`src/rtl/gate_test_sequencer.sv`:
```
// Stimulus/monitor sequencer for a single-input gate under test.
// Walks a loaded bit pattern onto dut_in, waits SETTLE_CYCLES, samples
// dut_out against the expected value and keeps a saturating mismatch count.
//
// Handshake: start is a request that is taken only while the sequencer is
// idle (busy=0 and not in the DONE cycle); abort cancels any active run and
// also drops a start presented in the same idle cycle. done pulses once per
// completed run, with pass/err_count/first_err_idx valid from then on.
module gate_test_sequencer #(
    parameter int SETTLE_CYCLES = 2,
    parameter bit INVERT        = 1'b1,
    parameter int ERR_W         = 5
) (
    input  logic             clk,
    input  logic             rst_n,
    input  logic             start,
    input  logic             abort,
    input  logic [15:0]      pattern,
    input  logic [4:0]       len,
    input  logic             dut_out,
    output logic             dut_in,
    output logic             busy,
    output logic             done,
    output logic             pass,
    output logic [ERR_W-1:0] err_count,
    output logic [3:0]       first_err_idx,
    output logic [2:0]       dbg_state
);

    typedef enum logic [2:0] {
        S_IDLE   = 3'd0,
        S_DRIVE  = 3'd1,
        S_SETTLE = 3'd2,
        S_SAMPLE = 3'd3,
        S_DONE   = 3'd4
    } state_e;

    // Settle counter counts SETTLE_CYCLES-1 down to 0.
    localparam int              CNT_W    = (SETTLE_CYCLES > 1) ? $clog2(SETTLE_CYCLES) : 1;
    localparam logic [CNT_W-1:0] CNT_LOAD = CNT_W'(SETTLE_CYCLES - 1);
    localparam logic [ERR_W-1:0] ERR_MAX  = '1;

    state_e           state_q, state_d;
    logic [CNT_W-1:0] cnt_q, cnt_d;
    logic [3:0]       idx_q, idx_d;
    logic [15:0]      pat_q, pat_d;
    logic [4:0]       len_q, len_d;
    logic             dut_in_q, dut_in_d;
    logic             busy_q, busy_d;
    logic             done_q, done_d;
    logic             pass_q, pass_d;
    logic [ERR_W-1:0] err_q, err_d;
    logic [3:0]       first_q, first_d;

    logic             last_vec;
    logic             mismatch;

    assign last_vec = ({1'b0, idx_q} == (len_q - 5'd1));
    assign mismatch = (dut_out != (pat_q[idx_q] ^ INVERT));

    // State and datapath registers; reset has priority over everything.
    always_ff @(posedge clk) begin
        if (!rst_n) begin
            state_q  <= S_IDLE;
            cnt_q    <= '0;
            idx_q    <= '0;
            pat_q    <= '0;
            len_q    <= '0;
            dut_in_q <= 1'b0;
            busy_q   <= 1'b0;
            done_q   <= 1'b0;
            pass_q   <= 1'b0;
            err_q    <= '0;
            first_q  <= '0;
        end else begin
            state_q  <= state_d;
            cnt_q    <= cnt_d;
            idx_q    <= idx_d;
            pat_q    <= pat_d;
            len_q    <= len_d;
            dut_in_q <= dut_in_d;
            busy_q   <= busy_d;
            done_q   <= done_d;
            pass_q   <= pass_d;
            err_q    <= err_d;
            first_q  <= first_d;
        end
    end

    // Next-state logic; abort beats start and forces IDLE from anywhere.
    always_comb begin
        state_d = state_q;
        if (abort) begin
            state_d = S_IDLE;
        end else begin
            case (state_q)
                S_IDLE:   if (start) state_d = (len == 5'd0) ? S_DONE : S_DRIVE;
                S_DRIVE:  state_d = S_SETTLE;
                S_SETTLE: if (cnt_q == '0) state_d = S_SAMPLE;
                S_SAMPLE: state_d = last_vec ? S_DONE : S_DRIVE;
                S_DONE:   state_d = S_IDLE;
                default:  state_d = S_IDLE;
            endcase
        end
    end

    // Output and datapath next values, all registered.
    always_comb begin
        cnt_d    = cnt_q;
        idx_d    = idx_q;
        pat_d    = pat_q;
        len_d    = len_q;
        dut_in_d = dut_in_q;
        err_d    = err_q;
        first_d  = first_q;
        pass_d   = pass_q;

        if (abort) begin
            if (state_q != S_IDLE) begin
                dut_in_d = 1'b0;
                idx_d    = '0;
                err_d    = '0;
                first_d  = '0;
                pass_d   = 1'b0;
            end
        end else begin
            case (state_q)
                S_IDLE: begin
                    if (start) begin
                        pat_d   = pattern;
                        len_d   = (len > 5'd16) ? 5'd16 : len;
                        idx_d   = '0;
                        err_d   = '0;
                        first_d = '0;
                        pass_d  = 1'b0;
                    end
                end
                S_DRIVE: begin
                    dut_in_d = pat_q[idx_q];
                    cnt_d    = CNT_LOAD;
                end
                S_SETTLE: begin
                    if (cnt_q != '0) cnt_d = cnt_q - 1'b1;
                end
                S_SAMPLE: begin
                    if (mismatch) begin
                        if (err_q != ERR_MAX) err_d = err_q + 1'b1;
                        // The counter never returns to zero mid-run, so zero means no earlier mismatch.
                        if (err_q == '0) first_d = idx_q;
                    end
                    if (!last_vec) idx_d = idx_q + 4'd1;
                end
                S_DONE: begin
                    dut_in_d = 1'b0;
                    idx_d    = '0;
                end
                default: begin
                    dut_in_d = 1'b0;
                end
            endcase
        end

        // Verdict is taken on entry to DONE so it includes the final sample.
        if (state_d == S_DONE) pass_d = (err_d == '0);
    end

    assign busy_d = (state_d == S_DRIVE) || (state_d == S_SETTLE) || (state_d == S_SAMPLE);
    assign done_d = (state_d == S_DONE);

    assign dut_in        = dut_in_q;
    assign busy          = busy_q;
    assign done          = done_q;
    assign pass          = pass_q;
    assign err_count     = err_q;
    assign first_err_idx = first_q;
    assign dbg_state     = state_q;

endmodule

```
`config.mk`:
```
export PLATFORM = sky130hd
export DESIGN_NAME = gate_test_sequencer
export DESIGN_NICKNAME = d
export VERILOG_FILES = /design/src/rtl/gate_test_sequencer.sv
export SDC_FILE = /design/constraint.sdc
export NUM_CORES = 1
export LEC_CHECK = 0
export CAP_MARGIN = 20
export CORE_MARGIN = 2
export CORE_UTILIZATION = 39
export CTS_CLUSTER_SIZE = 10
export DETAILED_ROUTE_END_ITERATION = 16
export DONT_BUFFER_PORTS = 1
export PLACE_DENSITY = 0.54
export SETUP_SLACK_MARGIN = 0.1
export SLEW_MARGIN = 30
export SYNTH_ARGS = -nofsm -noshare
export SYNTH_HDL_FRONTEND = slang
export SYNTH_SLANG_ARGS = --single-unit
```
`constraint.sdc`:
```
create_clock -name clk -period 2.6 [get_ports clk]
set_clock_uncertainty 0.05 [all_clocks]
set_input_delay 0.26 -clock clk [delete_from_list [all_inputs] [get_ports clk]]
set_output_delay 0.26 -clock clk [all_outputs]
set_load 0.02 [all_outputs]
```
==> flow_summary.yaml, run 1 <==
drt:
  detail-route-antenna-nets: 0
  dr_total_vias: 1882
  viasPerCell: 5.471
  routedWlPerCell_um: 15.34
  dr.first_iter.drc_count: 132
  drt_wl_total_um: 5277
  post-route-drc-count: 0
  drtPass1Iterations: 4
sta:
  finalCritPeriodShare_pct: 99.99
  finalHoldViolCount: 0
  min_period_ps: 2600
  worstMarginPinSlew_ps: 721.3
  setup_viol: 0
  relSlewSlack_pct: 50.67
  rsz0062_at_grt: "true"
  fmax_ghz: 0.3846
  drv_slew: 0
  worst_slack_ps: 0.1887
clock_network:
  clkSinkCount: 42
  cts_hold_buf: 0
  clk_pin_slew_worst_paths_ps: 80
  cts_buffers: 5
  clockBufferDepth: 2
  htree_levels: 2
  cts_tree: "yes"
  clockRootBuffer: "clkbuf_8"
  worstSkewPairLatency_ps: 300
global_routing:
  grt_pass1_wl_um: 8638
  grt_usage_pct: 17.38
  top_usage_layer: "met2"
  grtUsageMet3_pct: 4.270
  grt_overflow: 0
  grt_util_met2_pct: 29.42
  antenna_found_initial: 0
  use_met1_pct: 20.97
  grt_max_degree: 44
  grt_pass1_vias: 1836
critical_path:
  cp_max_fo: 7
  r2r-end: "pass$_SDFFE_PN0P_"
  slowest_stage: "mux4_2"
  start_kind: "flip-flop"
  reg2reg_depth: 7
  worstPathArrival_ps: 2800
  cpMostUsedCell: "mux4_2"
  crit_chain: "mux4_2, mux4_2, xnor2_4, a311oi_1, a41oi_1, nor4b_2, a31o_1"
  crit_type: "flip-flop to flip-flop"
  cp-end-kind: "flip-flop"
  crit_required_ps: 2800
  reg2reg_from: "idx_q[1]$_SDFFE_PN0P_"
  reg2reg_slack_ps: 0.2
  critPathMaxStageDelay_ps: 560
logic_synthesis:
  ys_warn_count: 0
  synthCells: 266
  ys_types: 52
  synthesis.area_um2: 2286
  ys_seq_area_share_pct: 36.78
  synthArstFlopShare_pct: 0
  syn_nets: 296
  avgSynthCellArea_um2: 8.594
  synth_edf_count: 0
  synth-main-ff-cell: "dfxtp_1"
  synth-seq-cells: 42
hold_path:
  min_to: "dbg_state[1]$_SDFF_PN0_"
  whs_path_depth: 1
  hold_path_startpoint: "rst_n"
  worst_hold_path_type: "primary input to flip-flop"
layout:
  layout_common_cells: "51 x nand2_1, 41 x dfxtp_1, 26 x a21boi_0"
  layout_commonest_cell: "nand2_1"
  syn2layout_area_growth_pct: 10.02
  postLayoutCoreUtil_pct: 45.12
  drive_gt1_share_pct: 15.44
  insertedDiodeCount: 0
  finalNonFillerCells: 344
  layout.nets: 301
power_and_ir_drop:
  power.total_mw: 1.232
  leakage_nw: 0.9057
  power_density_nw_per_um2: 489.9
  ir_worst_vdd_mv: 0.2457
placed_design:
  place.gp.congestion: 0.8126
  numPortBuffers: 0
  dp_hpwl_um: 3707
  dp_slack_ps: -68.20
  dp_cells: 333
die:
  rows: 27
  start_util_pct: 41.01
  die_area_um2: 6490
  fp.dieH_um: 80.56
  core_um2: 5574
  die_w_um: 80.56
  pin_count: 42
job:
  timing.max_cap.violations: 0
run_status:
  outcome: "completed"
==> synth_stat cells, types with 2 or more instances <==
master    number  share of area, %
nand2_1       51               8.4
dfxtp_1       42                37
inv_1          8               1.3
mux4_1         3               3.4
xnor2_1        3               1.1
mux4_2         2               2.0
nor3_1         6               1.3
a311oi_1       2              0.77
and3_1         6               1.6
a32oi_1        2              0.77
and3_2         2              0.66
nor2b_1        7               1.9
o21ai_0        9               2.0
ha_1           4               2.2
a21oi_1        6               1.3
clkbuf_1      15               2.5
nor2_1        14               2.3
mux2i_1        5               2.2
nand4_1        3              0.82
a21boi_0      26               8.5
o211a_1        2              0.88
nand3b_1       7               2.3
and2_1         7               1.9
nand3_1        2              0.44
o21a_1         2              0.66
nor3b_1        2              0.66
xor2_1         3               1.1
==> per-stage QoR <==
step                      TNS (ps)  instance area, µm²  hold slack [ps]
after floorplan                  0                2277            354.9
after CTS                        0                2492            22.89
after global routing        -636.5                2515            17.69
after global placement      -9.551                2384            336.5
after detailed placement    -142.2                2384            341.0
final                            0                2515            32.75
==> power by group <==
part	switching (mW)	internal, mW
Clock	0.223	0.214
Sequential	0.0120	0.660
Combinational	0.0662	0.0566
Total	0.301	0.931
==> registers in the layout (all words and copies together) (netlist names) <==
name / cells
len_q: 5
done: 1
first_err_idx: 4
err_count: 5
dut_in: 1
pass: 1
idx_q: 4
cnt_q: 1
busy: 1
pat_q: 16
dbg_state: 3
==> worst max-delay path by stage <==
stage,start,endpoint,slack [ps],depth (start not counted)
after CTS,idx_q[1]$_SDFFE_PN0P_,pass$_SDFFE_PN0P_,8,7
after detailed placement,idx_q[1]$_SDFFE_PN0P_,pass$_SDFFE_PN0P_,-70,7
after global placement,idx_q[1]$_SDFFE_PN0P_,err_count[0]$_SDFF_PN0_,-9,7
after global routing,idx_q[1]$_SDFFE_PN0P_,pass$_SDFFE_PN0P_,-140,7
final,idx_q[1]$_SDFFE_PN0P_,pass$_SDFFE_PN0P_,0.2,7
after floorplan,idx_q[1]$_SDFFE_PN0P_,pass$_SDFFE_PN0P_,70,8
==> worst max-delay path, delay by kind of cell (launching register included) <==
family	cells	cell delay (ps)
muxes	2	1060
and+or+nand+nor	1	250
AOI/OAI and AO/OA	3	530
DFF	1	400
xor gates and xnor gates	1	270
==> routing by layer <==
| metal | vias to the layer above | share of wire, % |
|---|---|---|
| met3 | 8 | 4.7 |
| met5 | - | 0 |
| met4 | 0 | 2.1 |
| met1 | 892 | 45 |
| met2 | 43 | 48 |
| li1 | 939 | - |
==> area by class of cell <==
| class | instances | area [µm²] |
|---|---|---|
| Inverter | 8 | 30.03 |
| Clock inverter | 1 | 5.005 |
| Multi-Input combinational cell | 199 | 1346 |
| Tap cell | 72 | 90.09 |
| Clock buffer | 7 | 86.33 |
| Timing Repair Buffer | 15 | 112.6 |
| Fill cell | 564 | 3059 |
| Sequential cell | 42 | 844.6 |
==> cell families (layout without fill, tap and decap cells) <==
| family | Yosys count | after routing | share of synthesized area, % |
|---|---|---|---|
| AO/OA/AOI/OAI | 58 | 58 | 18.12 |
| XOR/XNOR | 7 | 7 | 3.504 |
| adder cells (fa/ha/maj) | 4 | 4 | 2.189 |
| buffers and inverters | 25 | 31 | 4.488 |
| flip-flops | 42 | 42 | 36.78 |
| multiplexers | 10 | 10 | 7.608 |
| AND/OR/NAND/NOR | 120 | 120 | 27.31 |
==> repair_timing <==
item	CTS	global route
cloned	0	0
endpoints found under the hold margin	0	0
resized for setup	1	3
endpoints found under the setup margin	7	11
setup buffers	2	1
pin swaps	1	0
Power figures use the tool's default switching activity.
==> inputs of run 2 (changes only) <==
Clock period 2.6 ns to 2.1 ns, I/O delays scaled along.
==> flow_summary.yaml, run 2 (synthesis results as in run 1) <==
global_routing:
  grt_usage_pct: 19.49
  grt_pass1_wl_um: 9618
  grt_max_degree: 27
  antenna_found_initial: 0
  grt_pass1_vias: 2015
  grt_overflow: 0
sta:
  fmax_ghz: 0.3812
  finalCritPeriodShare_pct: 124.9
  drv_slew: 0
  relSlewSlack_pct: 37.17
  finalHoldViolCount: 0
  fin_setup_tns_ps: -3895
  worstMarginPinSlew_ps: 939.3
  setup_viol: 10
  rsz0062_at_grt: "true"
  min_period_ps: 2623
  worst_slack_ps: -523.0
drt:
  drt_wl_total_um: 5909
  detail-route-antenna-nets: 0
  post-route-drc-count: 0
  dr_total_vias: 2005
  drtPass1Iterations: 5
  routedWlPerCell_um: 15.93
  viasPerCell: 5.404
  dr.first_iter.drc_count: 105
power_and_ir_drop:
  pwr-share-seq_pct: 52.4
  power_density_nw_per_um2: 546.8
  combPwrFrac_pct: 13.6
  p_sw_share_pct: 26.99
  power.total_mw: 1.586
  leakage_nw: 1.077
  ir_worst_vdd_mv: 0.3594
  pwr-share-clk_pct: 34.0
  switching_power_uw: 428.2
  intPower_mw: 1.158
layout:
  layout_commonest_cell: "nand2_1"
  layout.nets: 328
  syn2layout_area_growth_pct: 26.93
  largest_reg_flops: 16
  layout_common_cells: "50 x nand2_1, 37 x dfxtp_1, 24 x buf_4"
  drive_gt1_share_pct: 24.08
  largest-register: "pat_q"
  insertedDiodeCount: 0
placed_design:
  numPortBuffers: 0
  dp_hpwl_um: 3786
  place.gp.congestion: 0.8544
critical_path:
  cp_max_fo: 7
  worstSetupEndpoint: "pass$_SDFFE_PN0P_"
  crit_chain: "mux4_2, mux4_2, xnor2_4, a311oi_2, a41oi_2, nor4b_4, a31o_1"
  crit_type: "flip-flop to flip-flop"
  critPathMaxStageDelay_ps: 560
  critical-path-top-delay-family: "multiplexers"
  cp-startpoint: "idx_q[1]$_SDFFE_PN0P_"
  cp-end-kind: "flip-flop"
  crit_required_ps: 2300
  worstPathArrival_ps: 2830
  reg2reg_slack_ps: -520
  reg2reg_from: "idx_q[1]$_SDFFE_PN0P_"
  r2r-end: "pass$_SDFFE_PN0P_"
  critical_path_depth: 7
  reg2reg_depth: 7
  worst-path-buf-inv: 0
  start_kind: "flip-flop"
  cpMostUsedCell: "mux4_2"
  slowest_stage: "mux4_2"
clock_network:
  clkSinkCount: 42
  cts_buffers: 5
  clockRootBuffer: "clkbuf_8"
  clk_pin_slew_worst_paths_ps: 90
  clockBufferDepth: 2
  cts_setup_buffers: 0
  cts_tree: "yes"
  worstSkewPairLatency_ps: 300
  htree_levels: 2
hold_path:
  hold_path_startpoint: "rst_n"
  worst_hold_path_type: "primary input to flip-flop"
  whs_path_depth: 1
die:
  fp.dieH_um: 80.56
  die_w_um: 80.56
  die_area_um2: 6490
  start_util_pct: 41.01
  rows: 27
  core_um2: 5574
  pin_count: 42
job:
  timing.max_cap.violations: 0
run_status:
  violations: "setup timing"
  outcome: "complete, but fails checks"
-- run 2: changes by cell type in the layout (fill, tap and decap cells not counted), sizes merged --
cell | previous run | this run
buf | 15 | 25
clkbuf | 7 | 5
clkinv | 1 | 2
clkinvlp | 0 | 1
dlygate4sd3 | 0 | 17
-- run 2: power by group through the flow --
| stage | sequential (mW) | clock [mW] | combinational, mW |
|---|---|---|---|
| 2_1_floorplan | 0.851 | 0 | 0.119 |
| 3_3_place_gp | 0.853 | 0 | 0.163 |
| 3_5_place_dp | 0.853 | 0 | 0.163 |
| 4_1_cts | 0.832 | 0.553 | 0.205 |
| 5_1_grt | 0.835 | 0.589 | 0.237 |
| 6_report | 0.831 | 0.539 | 0.216 |
-- run 2: per-stage QoR --
step	hold slack, ps	setup WS (ps)	instance area (µm²)	util (%)	cells
after CTS	0.2902	-494.4	2794	50.12	371
final	12.53	-523.0	2902	52.05	371
after global placement	286.1	-480.1	2489	44.65	347
after global routing	4.908	-650.9	2902	52.05	371
after floorplan	304.9	-430.3	2277	-	266
after detailed placement	286.9	-527.2	2489	44.65	347
-- run 2: layout make-up --
class / instances / area, µm²
Clock buffer: 5 / 68.82
Clock inverter: 3 / 21.27
Fill cell: 543 / 2673
Inverter: 8 / 30.03
Multi-Input combinational cell: 199 / 1478
Sequential cell: 42 / 852.1
Tap cell: 72 / 90.09
Timing Repair Buffer: 42 / 361.6
-- run 2: worst register-to-register path, stage by stage (launching register included) --
cell and delay (ps):
dfxtp_4 400, mux4_2 490, mux4_2 560, xnor2_4 320, a311oi_2 160, a41oi_2 200
nor4b_4 230, a31o_1 170
-- run 2: repair_timing --
action | in CTS | in global routing
gates resized for setup | 20 | 19
endpoints found under the setup margin | 17 | 17
endpoints found under the hold margin | 32 | 2
hold buffers | 16 | 1
pin swaps | 11 | 12
-- run 2: routing by layer --
layer  global-route usage [%]  vias up  wire [µm]
met2                    34.33       51       2937
met1                    22.18      948       2553
li1                         -      993          -
met3                    5.169       13        282
met5                        0        -          0
met4                    7.966        0        136
-- run 2: how the worst min path moves through the flow --
stage	slack (ps)	to
2_1_floorplan	300	pat_q[10]$_SDFFE_PN0P_
3_3_place_gp	290	err_count[4]$_SDFF_PN0_
3_5_place_dp	290	err_count[4]$_SDFF_PN0_
4_1_cts	0.3	pat_q[1]$_SDFFE_PN0P_
5_1_grt	5	pat_q[6]$_SDFFE_PN0P_
6_report	10	pat_q[1]$_SDFFE_PN0P_
